## config.mk

```make
export PLATFORM = sky130hd
export DESIGN_NAME = regfile_wb_arbiter
export DESIGN_NICKNAME = d
export VERILOG_FILES = /design/src/rtl/regfile_wb_arbiter_pkg.sv /design/src/rtl/regfile_wb_arbiter_rr_arbiter3.sv /design/src/rtl/regfile_wb_arbiter.sv
export SDC_FILE = /design/constraint.sdc
export NUM_CORES = 1
export LEC_CHECK = 0
export ABC_AREA = 1
export CORE_UTILIZATION = 35
export CTS_CLUSTER_DIAMETER = 50
export DETAILED_ROUTE_END_ITERATION = 8
export PLACE_DENSITY = 0.71
export SYNTH_ARGS = -nofsm -noshare
export SYNTH_HDL_FRONTEND = slang
export SYNTH_SLANG_ARGS = --single-unit
```

## constraint.sdc

```tcl
create_clock -name clk -period 4.45 [get_ports clk]
set_input_delay 1.335 -clock clk [delete_from_list [all_inputs] [get_ports clk]]
set_output_delay 1.335 -clock clk [all_outputs]
set_load 0.01 [all_outputs]
```

## src/rtl/regfile_wb_arbiter_pkg.sv

```systemverilog
// Shared constants and helpers for the register-file write-back arbiter.
// Covers the datapath sizes, the requester indices and the pointer advance.
package regfile_wb_arbiter_pkg;

  localparam int XLEN = 32;
  localparam int NREG = 32;
  localparam int REGW = 5;

  localparam logic [1:0] REQ_PIPE = 2'd0;
  localparam logic [1:0] REQ_CSR  = 2'd1;
  localparam logic [1:0] REQ_MDU  = 2'd2;
  localparam int         NUM_WB_REQ = 3;

  // Priority moves to the requester just after the winner, modulo three.
  function automatic logic [1:0] next_ptr(input logic [1:0] gnt_idx);
    case (gnt_idx)
      2'd0:    next_ptr = 2'd1;
      2'd1:    next_ptr = 2'd2;
      default: next_ptr = 2'd0;
    endcase
  endfunction

endpackage

```

## src/rtl/regfile_wb_arbiter_rr_arbiter3.sv

```systemverilog
// Combinational three-way round-robin picker.
// The priority pointer is owned by the parent; this block only searches from it.
module rr_arbiter3 (
  input  logic [2:0] req,
  input  logic [1:0] ptr,
  output logic [2:0] gnt,
  output logic [1:0] gnt_idx
);

  logic [3:0] req_x_s;
  logic [1:0] o0_s, o1_s, o2_s;

  assign req_x_s = {1'b0, req};

  // Search order ptr, ptr+1, ptr+2; an out-of-range pointer behaves like 0.
  always_comb begin
    o0_s = 2'd0;
    o1_s = 2'd1;
    o2_s = 2'd2;
    case (ptr)
      2'd1: begin
        o0_s = 2'd1;
        o1_s = 2'd2;
        o2_s = 2'd0;
      end
      2'd2: begin
        o0_s = 2'd2;
        o1_s = 2'd0;
        o2_s = 2'd1;
      end
      default: begin
        o0_s = 2'd0;
        o1_s = 2'd1;
        o2_s = 2'd2;
      end
    endcase

    if (req_x_s[o0_s]) begin
      gnt_idx = o0_s;
    end else if (req_x_s[o1_s]) begin
      gnt_idx = o1_s;
    end else if (req_x_s[o2_s]) begin
      gnt_idx = o2_s;
    end else begin
      gnt_idx = o0_s;
    end

    if (|req) begin
      gnt = 3'b001 << gnt_idx;
    end else begin
      gnt = 3'b000;
    end
  end

endmodule

```

## src/rtl/regfile_wb_arbiter.sv

```systemverilog
// Round-robin share of the register-file write port among pipe, CSR and MDU,
// with a registered write stage and a scoreboard of MDU-owned destinations.
module regfile_wb_arbiter #(
  parameter int XLEN = 32,
  parameter int NREG = 32,
  parameter int REGW = 5
) (
  input  logic            clk,
  input  logic            rst,
  input  logic            pipe_valid,
  input  logic [REGW-1:0] pipe_rd,
  input  logic [XLEN-1:0] pipe_data,
  output logic            pipe_ready,
  input  logic            csr_valid,
  input  logic [REGW-1:0] csr_rd,
  input  logic [XLEN-1:0] csr_data,
  output logic            csr_ready,
  input  logic            mdu_valid,
  input  logic [REGW-1:0] mdu_rd,
  input  logic [XLEN-1:0] mdu_data,
  output logic            mdu_ready,
  input  logic            mdu_issue,
  input  logic [REGW-1:0] mdu_issue_rd,
  output logic            rf_we,
  output logic [REGW-1:0] rf_rd,
  output logic [XLEN-1:0] rf_wdata,
  output logic [NREG-1:0] busy
);
  import regfile_wb_arbiter_pkg::*;

  logic [NUM_WB_REQ-1:0] req_s, gnt_s;
  logic [1:0]            gnt_idx_s;
  logic [REGW-1:0]       sel_rd_s;
  logic [XLEN-1:0]       sel_data_s;

  logic [1:0]      ptr_q, ptr_d;
  logic            rf_we_q, rf_we_d;
  logic [REGW-1:0] rf_rd_q, rf_rd_d;
  logic [XLEN-1:0] rf_wdata_q, rf_wdata_d;
  logic [NREG-1:0] busy_q, busy_d;

  assign req_s = {mdu_valid, csr_valid, pipe_valid};

  rr_arbiter3 u_rr_arbiter3 (
    .req     (req_s),
    .ptr     (ptr_q),
    .gnt     (gnt_s),
    .gnt_idx (gnt_idx_s)
  );

  assign pipe_ready = gnt_s[REQ_PIPE];
  assign csr_ready  = gnt_s[REQ_CSR];
  assign mdu_ready  = gnt_s[REQ_MDU];

  assign rf_we    = rf_we_q;
  assign rf_rd    = rf_rd_q;
  assign rf_wdata = rf_wdata_q;
  assign busy     = busy_q;

  // Route the winning request's destination and data.
  always_comb begin
    case (gnt_idx_s)
      REQ_CSR: begin
        sel_rd_s   = csr_rd;
        sel_data_s = csr_data;
      end
      REQ_MDU: begin
        sel_rd_s   = mdu_rd;
        sel_data_s = mdu_data;
      end
      default: begin
        sel_rd_s   = pipe_rd;
        sel_data_s = pipe_data;
      end
    endcase
  end

  // Next pointer and write stage; writes to x0 are accepted but dropped.
  always_comb begin
    ptr_d      = ptr_q;
    rf_we_d    = 1'b0;
    rf_rd_d    = rf_rd_q;
    rf_wdata_d = rf_wdata_q;
    if (|gnt_s) begin
      ptr_d = next_ptr(gnt_idx_s);
      if (sel_rd_s != {REGW{1'b0}}) begin
        rf_we_d    = 1'b1;
        rf_rd_d    = sel_rd_s;
        rf_wdata_d = sel_data_s;
      end else begin
        rf_we_d = 1'b0;
      end
    end else begin
      rf_we_d = 1'b0;
    end
  end

  // Scoreboard: clear on MDU accept first so a same-edge issue re-sets the bit.
  always_comb begin
    busy_d = busy_q;
    if (gnt_s[REQ_MDU]) begin
      busy_d[mdu_rd] = 1'b0;
    end else begin
      busy_d = busy_q;
    end
    if (mdu_issue && (mdu_issue_rd != {REGW{1'b0}})) begin
      busy_d[mdu_issue_rd] = 1'b1;
    end else begin
      busy_d[0] = 1'b0;
    end
    busy_d[0] = 1'b0;
  end

  // State registers.
  always_ff @(posedge clk or posedge rst) begin
    if (rst) begin
      ptr_q      <= 2'd0;
      rf_we_q    <= 1'b0;
      rf_rd_q    <= {REGW{1'b0}};
      rf_wdata_q <= {XLEN{1'b0}};
      busy_q     <= {NREG{1'b0}};
    end else begin
      ptr_q      <= ptr_d;
      rf_we_q    <= rf_we_d;
      rf_rd_q    <= rf_rd_d;
      rf_wdata_q <= rf_wdata_d;
      busy_q     <= busy_d;
    end
  end

endmodule

```

# Word-level counts from Yosys, hierarchy flattened
# Cells that the tools add are included.
# word_totals
wordCells	53
reg_bits	71
input_bits	122
# classes
eq_ne	4
reduce_logical	9
n_shift	1
mux	24
n_bitwise	3
order_cmp	7
# op_table
op	count
one-hot mux 32 bit (2 select lines)	1
bitwise AND 32 bit	1
2-to-1 mux 32 bit	1
inverter 32 bit	1
bitwise OR 32 bit	1
2-to-1 mux 31 bit	1
one-hot mux 2 bit (2 select lines)	4
less-than comparator 5 x 6 -> 1 bit, second input constant	2
demux 1 bit (select 5 bit)	2
greater-or-equal comparator 5 x 1 -> 1 bit, second input constant	2
one-hot mux 5 bit (2 select lines)	1
nonzero test 5 bit	2
less-than comparator 2 x 3 -> 1 bit, second input constant	3
2-to-1 mux 1 bit	7
binary-select mux 1 bit (select 2 bit)	3
2-to-1 mux 2 bit	3
OR reduction 3 bit	2
equality test 2 x 1 -> 1 bit, second input constant	2
equality test 2 bit, second input constant	2
logical AND 1 bit	3
2-to-1 mux 3 bit	1
<< shifter 1 x 2 -> 3 bit, first input constant	1
zero test 2 bit	1
AND reduction 2 bit	1

# Depth between registers and ports, before layout
# Gate-level depths: netlist (run 1).
# depth
ltp_word	12
ltp_mapped	23
ltp_nobuf	21

# By module
# From an unflattened synthesis (run 1), not the netlist that was laid out.
# unflattened
hier_cells	538
area_unflattened_um2	4046.4
# modules_own_cells
module	cells_per_inst	instances	area_each_um2
regfile_wb_arbiter	488	1	3764.9
rr_arbiter3	50	1	281.5

# Least setup slack after synthesis (run 1)
# OpenSTA, ideal clock, no wires.
# synth_path
path_type	input to output
startpoint	input pipe_valid
endpoint	output csr_ready
n_path_buf	2
slack_ns	0.292
cell_stages	11
arrival_ns	2.823
path_cell_list	nand2_1 -> nand2_1 -> nand2_1 -> nand2_1 -> a31oi_1 -> nand2_1 -> nand2_1 -> ha_1 -> buf_2 -> buf_1 -> a21boi_0
# synth_via
elab_chain_cells	7
# synth_rtl
element	line	rtl
from (decl)	regfile_wb_arbiter.sv:10	input logic pipe_valid,
binary-select mux 1 bit (select 2 bit)	regfile_wb_arbiter_rr_arbiter3.sv:42	end else if (req_x_s[o2_s]) begin
2-to-1 mux 1 bit (not written as such)	regfile_wb_arbiter_rr_arbiter3.sv:42	
2-to-1 mux 2 bit	regfile_wb_arbiter_rr_arbiter3.sv:42	
2-to-1 mux 2 bit	regfile_wb_arbiter_rr_arbiter3.sv:40	end else if (req_x_s[o1_s]) begin
2-to-1 mux 2 bit	regfile_wb_arbiter_rr_arbiter3.sv:38	if (req_x_s[o0_s]) begin
<< shifter 1 x 2 -> 3 bit	regfile_wb_arbiter_rr_arbiter3.sv:49	gnt = 3'b001 << gnt_idx;
2-to-1 mux 3 bit (*)	regfile_wb_arbiter_rr_arbiter3.sv:48	if (|req) begin
to (decl)	regfile_wb_arbiter.sv:17	output logic csr_ready,
# Mark *: on every way between the ends. The rest lies on a longest branch, timed or not. The select of a mux whose other input is x is not followed.

# Worst setup path in the final report (run 1)
# layout_path
startpoint	input csr_valid
endpoint	output mdu_ready
# layout_via
elab_chain_cells	7
# layout_rtl
element	line	rtl
from (decl)	regfile_wb_arbiter.sv:14	input logic csr_valid,
binary-select mux 1 bit (select 2 bit)	regfile_wb_arbiter_rr_arbiter3.sv:42	
2-to-1 mux 1 bit (not written as such)	regfile_wb_arbiter_rr_arbiter3.sv:42	
2-to-1 mux 2 bit	regfile_wb_arbiter_rr_arbiter3.sv:42	
2-to-1 mux 2 bit	regfile_wb_arbiter_rr_arbiter3.sv:40	
2-to-1 mux 2 bit	regfile_wb_arbiter_rr_arbiter3.sv:38	
<< shifter 1 x 2 -> 3 bit	regfile_wb_arbiter_rr_arbiter3.sv:49	
2-to-1 mux 3 bit (*)	regfile_wb_arbiter_rr_arbiter3.sv:48	
to (decl)	regfile_wb_arbiter.sv:21	output logic mdu_ready,
# Marks and branches as above.

==> results of run 1 <==
## report_power, final
group / total, W / internal (W) / switching (W)
registers: 0.00118 / 0.00100 / 0.000172
logic: 0.00449 / 0.00190 / 0.00259
clock network: 0.000826 / 0.000560 / 0.000266
## synthesized netlist by cell type (3+ instances only)
cell type  instances  area share (%)
nand2_1          179              17
dfrtp_1           71              44
nand3_1           64             8.0
o21ai_0           60             7.5
a21oi_1           33             4.1
a21o_1            32             6.0
inv_1             27             2.5
buf_2             10             1.2
nand2_2           10             1.6
buf_1              9            0.84
nor2_1             9            0.84
ha_1               7             2.2
clkbuf_1           6            0.56
buf_6              3            0.84
o21ai_1            3            0.37
o31ai_1            3            0.56
## cell families (layout without fill, tap and decap cells)
| group | Yosys count | after routing |
|---|---|---|
| simple gates | 270 | 270 |
| flops | 71 | 71 |
| other cells | 1 | 1 |
| compound gates | 134 | 134 |
| buf+inv | 57 | 251 |
| fa+ha+maj | 7 | 7 |
## final cells by class
class,count,share of cell area [%]
inverter,28,1.62
timing repair buffer,208,31.7
sequential,71,27.4
clock buffer,10,3.68
tap,140,2.70
multi-input combinational,412,31.3
clock inverter,5,1.64
## state kept, by name, summed over array words and instances, names as in the netlist
name      cells
ptr_q         2
busy         31
rf_we         1
rf_wdata     32
rf_rd         5
## through the flow
step	hold WS, ns	total power [W]
global placement	0.455	0.00558
global route	0.488	0.00713
detailed placement	0.459	0.00569
CTS	0.472	0.00654
floorplan	0.506	0.00418
finish	0.467	0.00649
## tightest hold or removal path, delay by kind of cell, from the launching register on
kind	cells	cell delay, ns
DFF	1	0.34
and+or+nand+nor	2	0.10
## layer usage
metal	share of wire (%)	wire length (um)
met5	0	0
met4	1.9	257
met3	9.2	1260
met2	48	6500
met1	41	5630
## worst paths after layout
check                                     to  slack, ns         start
worst max-delay path               mdu_ready       0.12     csr_valid
worst min-delay path            rf_wdata[31]       0.47  rf_wdata[31]
worst max register to register   rf_wdata[9]       1.24      ptr_q[0]
worst min register to register  rf_wdata[31]       0.47  rf_wdata[31]
max in group asynchronous           busy[23]       2.12           rst
min in group asynchronous            busy[5]       1.57           rst
## what timing repair did
action | CTS | global route
hold endpoints to repair | 0 | 0
gates resized for setup | 8 | 13
pin swaps | 0 | 2
endpoints found under the setup margin | 3 | 3
==> results.md, run 1 <==
- Final instance area: 6490 sq um
- #FFs+latches synth: 71
- Static leakage: 3.02 nW
- Die W: 109 um
- Cell variety after synth: 27
- Xor/xnor cell area share of the yosys netlist: 0%
- Placed Cells: 859
- Buffers added on ports: 193
- DP Area: 6140 sq um
- Clock Sinks: 71
- DRT antenna net count: 0
- Die H: ~110 um
- Crit-path most repeated cell: nand2_1
- Fmax: approximately 230 MHz
- Peak supply drop: 0.000665 V
- Sequential share of the synthesized area: 44.1%
- Status: complete, no violations
- Syn. warnings: 0
- Postcts setup bufs: 0
- Area occupied by multi-input gates: 2030 sq um
- Skew-Pair Late Insertion Delay: around 0.32 ns
- Routed wire length per instance: 15.6 um
- Setup Skew: 0.00435 ns
- Fin crit share: a little over nine tenths
- Global-route wire length before repair: 20.6 mm
- Layout area overhead: 61.0%
- Commonest non-fill, non-tap cells in the layout: 189 x clkdlybuf4s50_1, 175 x nand2_1, 71 x dfrtp_1
- Most Used Layer, Global Route: met2
- Layout cells sized above 1: 7.77%
- Global routing usage on met3: ~5.2%
- Final Non-Filler Cells: 874
- 1st-pass router iterations: 5
- Crit Path Class: in -> out
- CTS buffer count: 9
- Gr usage total: 22.4%
- Fin worst setup slack: roughly 0.12 ns
- RePlAce Congestion: 0.912
- Initial drt markers: about 260
- Mean post-synth cell area: 7.46 sq um
- Worst-path clk slew: around 0.05 ns
- Initial core utilization: 36.5%
- Global route total overflow: 0
- Min-Delay Path Depth: 2
- DP Wirelength: 10.0 mm
- Vias/cell: 5.06
- CTS tree: built
- Slew margin rel.: roughly a third
- Synth Instances: between 500 and 600
- Worst EP required: 3.12 ns
- Mux contribution to synthesized area: 0%
- Post-synthesis simple-gate area fraction: 28.3%
- Min Tclk post-route: between 4 and 5 ns
- Root Driver: clkbuf_16
- Die area: between 10,000 and 15,000 sq um
- Largest family of logic cells by synthesized area: simple AND/OR/NAND/NOR gates
- Synth Area in Adders: under 10%
- Hold Fails Final Rpt: 0
- Final WL: between 10 and 15 mm
- RSZ-0062 raised after global routing: no
- CP max-delay cell: clkdlybuf4s50_1
- Max cap viols: 0
- Top-Level Pins: 195
- Met2 Use GR: 39.2%
- Worst path max stage delay: roughly 0.47 ns
- Post-layout util: between 50 and 60%
- Pwr Density: between 1000 and 1500 nW/um^2
- Initial antenna violation count: 0
- Cell area after synthesis: 4030 sq um
- Nets@finish: 859
- Compound-Gate Fraction of Synth Area: 19.1%
- Cts hold-fix bufs: 0
- Vias in the first global route: 4,238
- Rows: 38
- Largest net degree at the start of global routing: 65
- Main synth FF type: dfrtp_1
- Type of destination of the critical path: output port
- CP Data Arrival Time: 2.99 ns
- Clock Tree Buf Depth: 2
- Worst path depth: 13
- Diode count: 0
- Asr flop ratio synth: 100%
- Max FO, Critical Path: 3
- Total number of H-tree levels: 3
- GR Layer Usage met1: 26.8%
- Total vias in the final route: 4,421
- Slew Limit Fails: 0
- Worst setup SP type: primary input
- Syn Nets: 669
- Residual DRC: 0
- Slew at the pin closest to its max-slew limit: between 1 and 1.5 ns
- Post-synth EDFFs: 0
- HP Class: reg -> reg
- Worst R2R Path Depth: 21
- Final setup viols: 0
- Commonest non-fill, non-tap cell in the layout: clkdlybuf4s50_1
- Buf+Inv Stages, Crit Path: 5
- Setup WS pre-CTS: -0.316 ns
- Largest delay share family, worst path: buffers and inverters
- Register area: between 1500 and 2000 sq um
- Core area: ~11,000 sq um
- Setup tns final: 0 ns
- Fill count: slightly below 1,000
- Cells along the critical path: clkdlybuf4s50_1 -> inv_1 -> nand2_1 -> nand2_1 -> nand2_2 -> nand3b_1 -> nand2_1 -> nand2_2 -> inv_2 -> ha_2 -> nand2_1 -> inv_2 -> buf_4
Power figures use the tool's default switching activity.
==> inputs of run 2 (changes only) <==
Settings changed: ABC_CLOCK_PERIOD_IN_PS from default to 4450, PLACE_DENSITY 0.71 to 0.68.
==> run 2 against run 1 <==
  * Final cell count fell by 0.11%
  * Critical path type unchanged
  * Sequential cell count did not move
  * Setup slack improved by 0.053 ns
  * Clock power decreased by 17%
  * Largest power group unchanged
  * Routed wire length decreased by 1.3%
  * Core utilization is 0.58 points lower
  * Global-route usage down 0.21 points
==> results.md, run 2 (synthesis gave the netlist of run 1 again) <==
- CP Data Arrival Time: 2.94 ns (-0.05 ns)
- Fmax: 234 MHz (+1.2%)
- Global-route wire length before repair: 20.7 mm (+0.10%)
- Type of destination of the critical path: output port
- Buffers added on ports: 193 (unchanged)
- Commonest non-fill, non-tap cell in the layout: clkdlybuf4s50_1
- Commonest non-fill, non-tap cells in the layout: 187 x clkdlybuf4s50_1, 178 x nand2_1, 71 x dfrtp_1
- CTS tree: built
- Fin worst setup slack: 0.174 ns (+0.0533 ns)
- Initial core utilization: 36.5% (unchanged)
- Initial drt markers: 195 (-24%)
- Final instance area: 6420 sq um (-0.98%)
- Hold path startpoint: rf_wdata[29]
- Min Tclk post-route: 4.28 ns (-0.0533 ns)
- Worst EP required: 3.12 ns (about the same)
- Largest net degree at the start of global routing: 65 (unchanged)
- Peak supply drop: 0.000772 V (+16%)
- Vias in the first global route: 4,180 (-1.4%)
- DP Wirelength: 10.1 mm (+0.95%)
- CTS buffer count: 9 (unchanged)
- Max cap viols: 0 (unchanged)
- Die area: 11,900 sq um (unchanged)
- Clock Tree Buf Depth: 2 (unchanged)
- DP Area: 6130 sq um (-0.12%)
- Setup WS pre-CTS: -0.318 ns (-0.00209 ns)
- Root Driver: clkbuf_16
- DRT antenna net count: 0 (unchanged)
- Final setup viols: 0 (unchanged)
- Final Non-Filler Cells: 873 (-0.11%)
- Die H: 109 um (unchanged)
- Pwr Density: 986 nW/um^2 (-1.4%)
- Max FO, Critical Path: 6 (+3)
- Die W: 109 um (unchanged)
- Power share of the clock group: 10.8% (-1.9 points)
- Worst-path clk slew: 0.05 ns (about the same)
- Comb power frac: 70.6% (+1.5 points)
- Residual DRC: 0 (unchanged)
- Gr usage total: 22.1% (-0.21 points)
- Layout cells sized above 1: 6.14% (-1.6 points)
- Top-Level Pins: 195 (unchanged)
- Total vias in the final route: 4,367 (-1.2%)
- Setup Skew: 0.00669 ns (+0.00234 ns)
- Postcts setup bufs: 0 (unchanged)
- Fin crit share: 96.1% (-1.2 points)
- Layout area overhead: 59.4%
- RSZ-0062 raised after global routing: no
- Setup tns final: 0 ns (unchanged)
- Hold Fails Final Rpt: 0 (unchanged)
- Worst setup SP type: primary input
- RR Startpoint: ptr_q[0]
- Reported net switching power: 0.00302 W (-0.31%)
- Total power: 0.00633 W (-2.4%)
- Diode count: 0 (unchanged)
- 1st-pass router iterations: 5 (unchanged)
- HP Class: reg -> reg
- Sequential power share: 18.6% (+0.5 points)
- Nets@finish: 858 (-0.12%)
- Internal power: 0.00332 W (-4.2%)
- Sw Ratio: 47.6% (+0.99 points)
- Slew at the pin closest to its max-slew limit: 0.680 ns (-0.328 ns)
- Static leakage: 3.01 nW (-0.15%)
- Post-cts gate resize count: 7 (-1)
- Slew margin rel.: 54.6% (+22 points)
- Routed wire length per instance: 15.4 um (-1.2%)
- Core area: 11,000 sq um (unchanged)
- Crit Path Class: in -> out
- Status: complete, no violations
- Initial antenna violation count: 0 (unchanged)
- Skew-Pair Late Insertion Delay: 0.32 ns (about the same)
- Total number of H-tree levels: 3 (unchanged)
- Slew Limit Fails: 0 (unchanged)
- Final WL: 13.5 mm (-1.3%)
- Clock Sinks: 71 (unchanged)
- Vias/cell: 5.00 (-1.1%)
- CP startpoint: mdu_valid
- Cts hold-fix bufs: 0 (unchanged)
- Largest register FFs: 32 (unchanged)
- Fill count: 1,022 (+4.6%)
- Global route total overflow: 0 (unchanged)
- Placed Cells: 858 (-0.12%)
- Rows: 38 (unchanged)
- RePlAce Congestion: 0.925 (+1.4%)
==> run 2: cell type report <==
| type | instances | area, sq um | area share [%] |
|---|---|---|---|
| sequential | 71 | 1780 | 27.7 |
| clock buffer | 10 | 229 | 3.57 |
| multi-input combinational | 412 | 2010 | 31.3 |
| tap | 140 | 175 | 2.73 |
| clock inverter | 5 | 60.1 | 0.935 |
| timing repair buffer | 207 | 2060 | 32.1 |
| inverter | 28 | 105 | 1.64 |
==> run 2: metal layers <==
metal  share of wire (%)  global-route usage (%)
met5                   0                       0
met1                  42                    27.9
met2                  48                    38.2
met3                 8.9                    4.62
met4                 1.2                    6.38
==> run 2: through the flow <==
step | hold WS (ns) | util [%]
floorplan | 0.506 | -
global placement | 0.456 | 55.6
detailed placement | 0.457 | 55.6
CTS | 0.471 | 58.2
global route | 0.488 | 58.2
finish | 0.466 | 58.2
==> run 2: worst max-delay path, stage by stage <==
cell and delay [ns]:
dlygate4sd2_1 0.30, nand2_1 0.10, nand2_1 0.05, nand2_1 0.08, nand2_1 0.07, a31oi_1 0.14, nand2_1 0.08, nand2_1 0.14
ha_2 0.20, a21boi_0 0.16, dlygate4sd2_1 0.29
==> run 2: path summary, 6_finish.rpt <==
kind,slack [ns],endpoint,cells past startpoint
worst max-delay path,0.17,csr_ready,11
worst min-delay path,0.47,rf_wdata[29],2
worst max register to register,1.28,rf_wdata[17],23
worst min register to register,0.47,rf_wdata[29],2
max in group asynchronous,2.16,busy[27],3
min in group asynchronous,1.44,rf_wdata[3],2
==> run 2: power by group through the flow <==
stage	combinational (W)	clock, W	sequential, W
after floorplan	0.00288	0	0.00129
after global placement	0.00444	0	0.00117
after detailed placement	0.00452	0	0.00118
after CTS	0.00452	0.000700	0.00118
after global routing	0.00500	0.000729	0.00121
final	0.00447	0.000686	0.00118
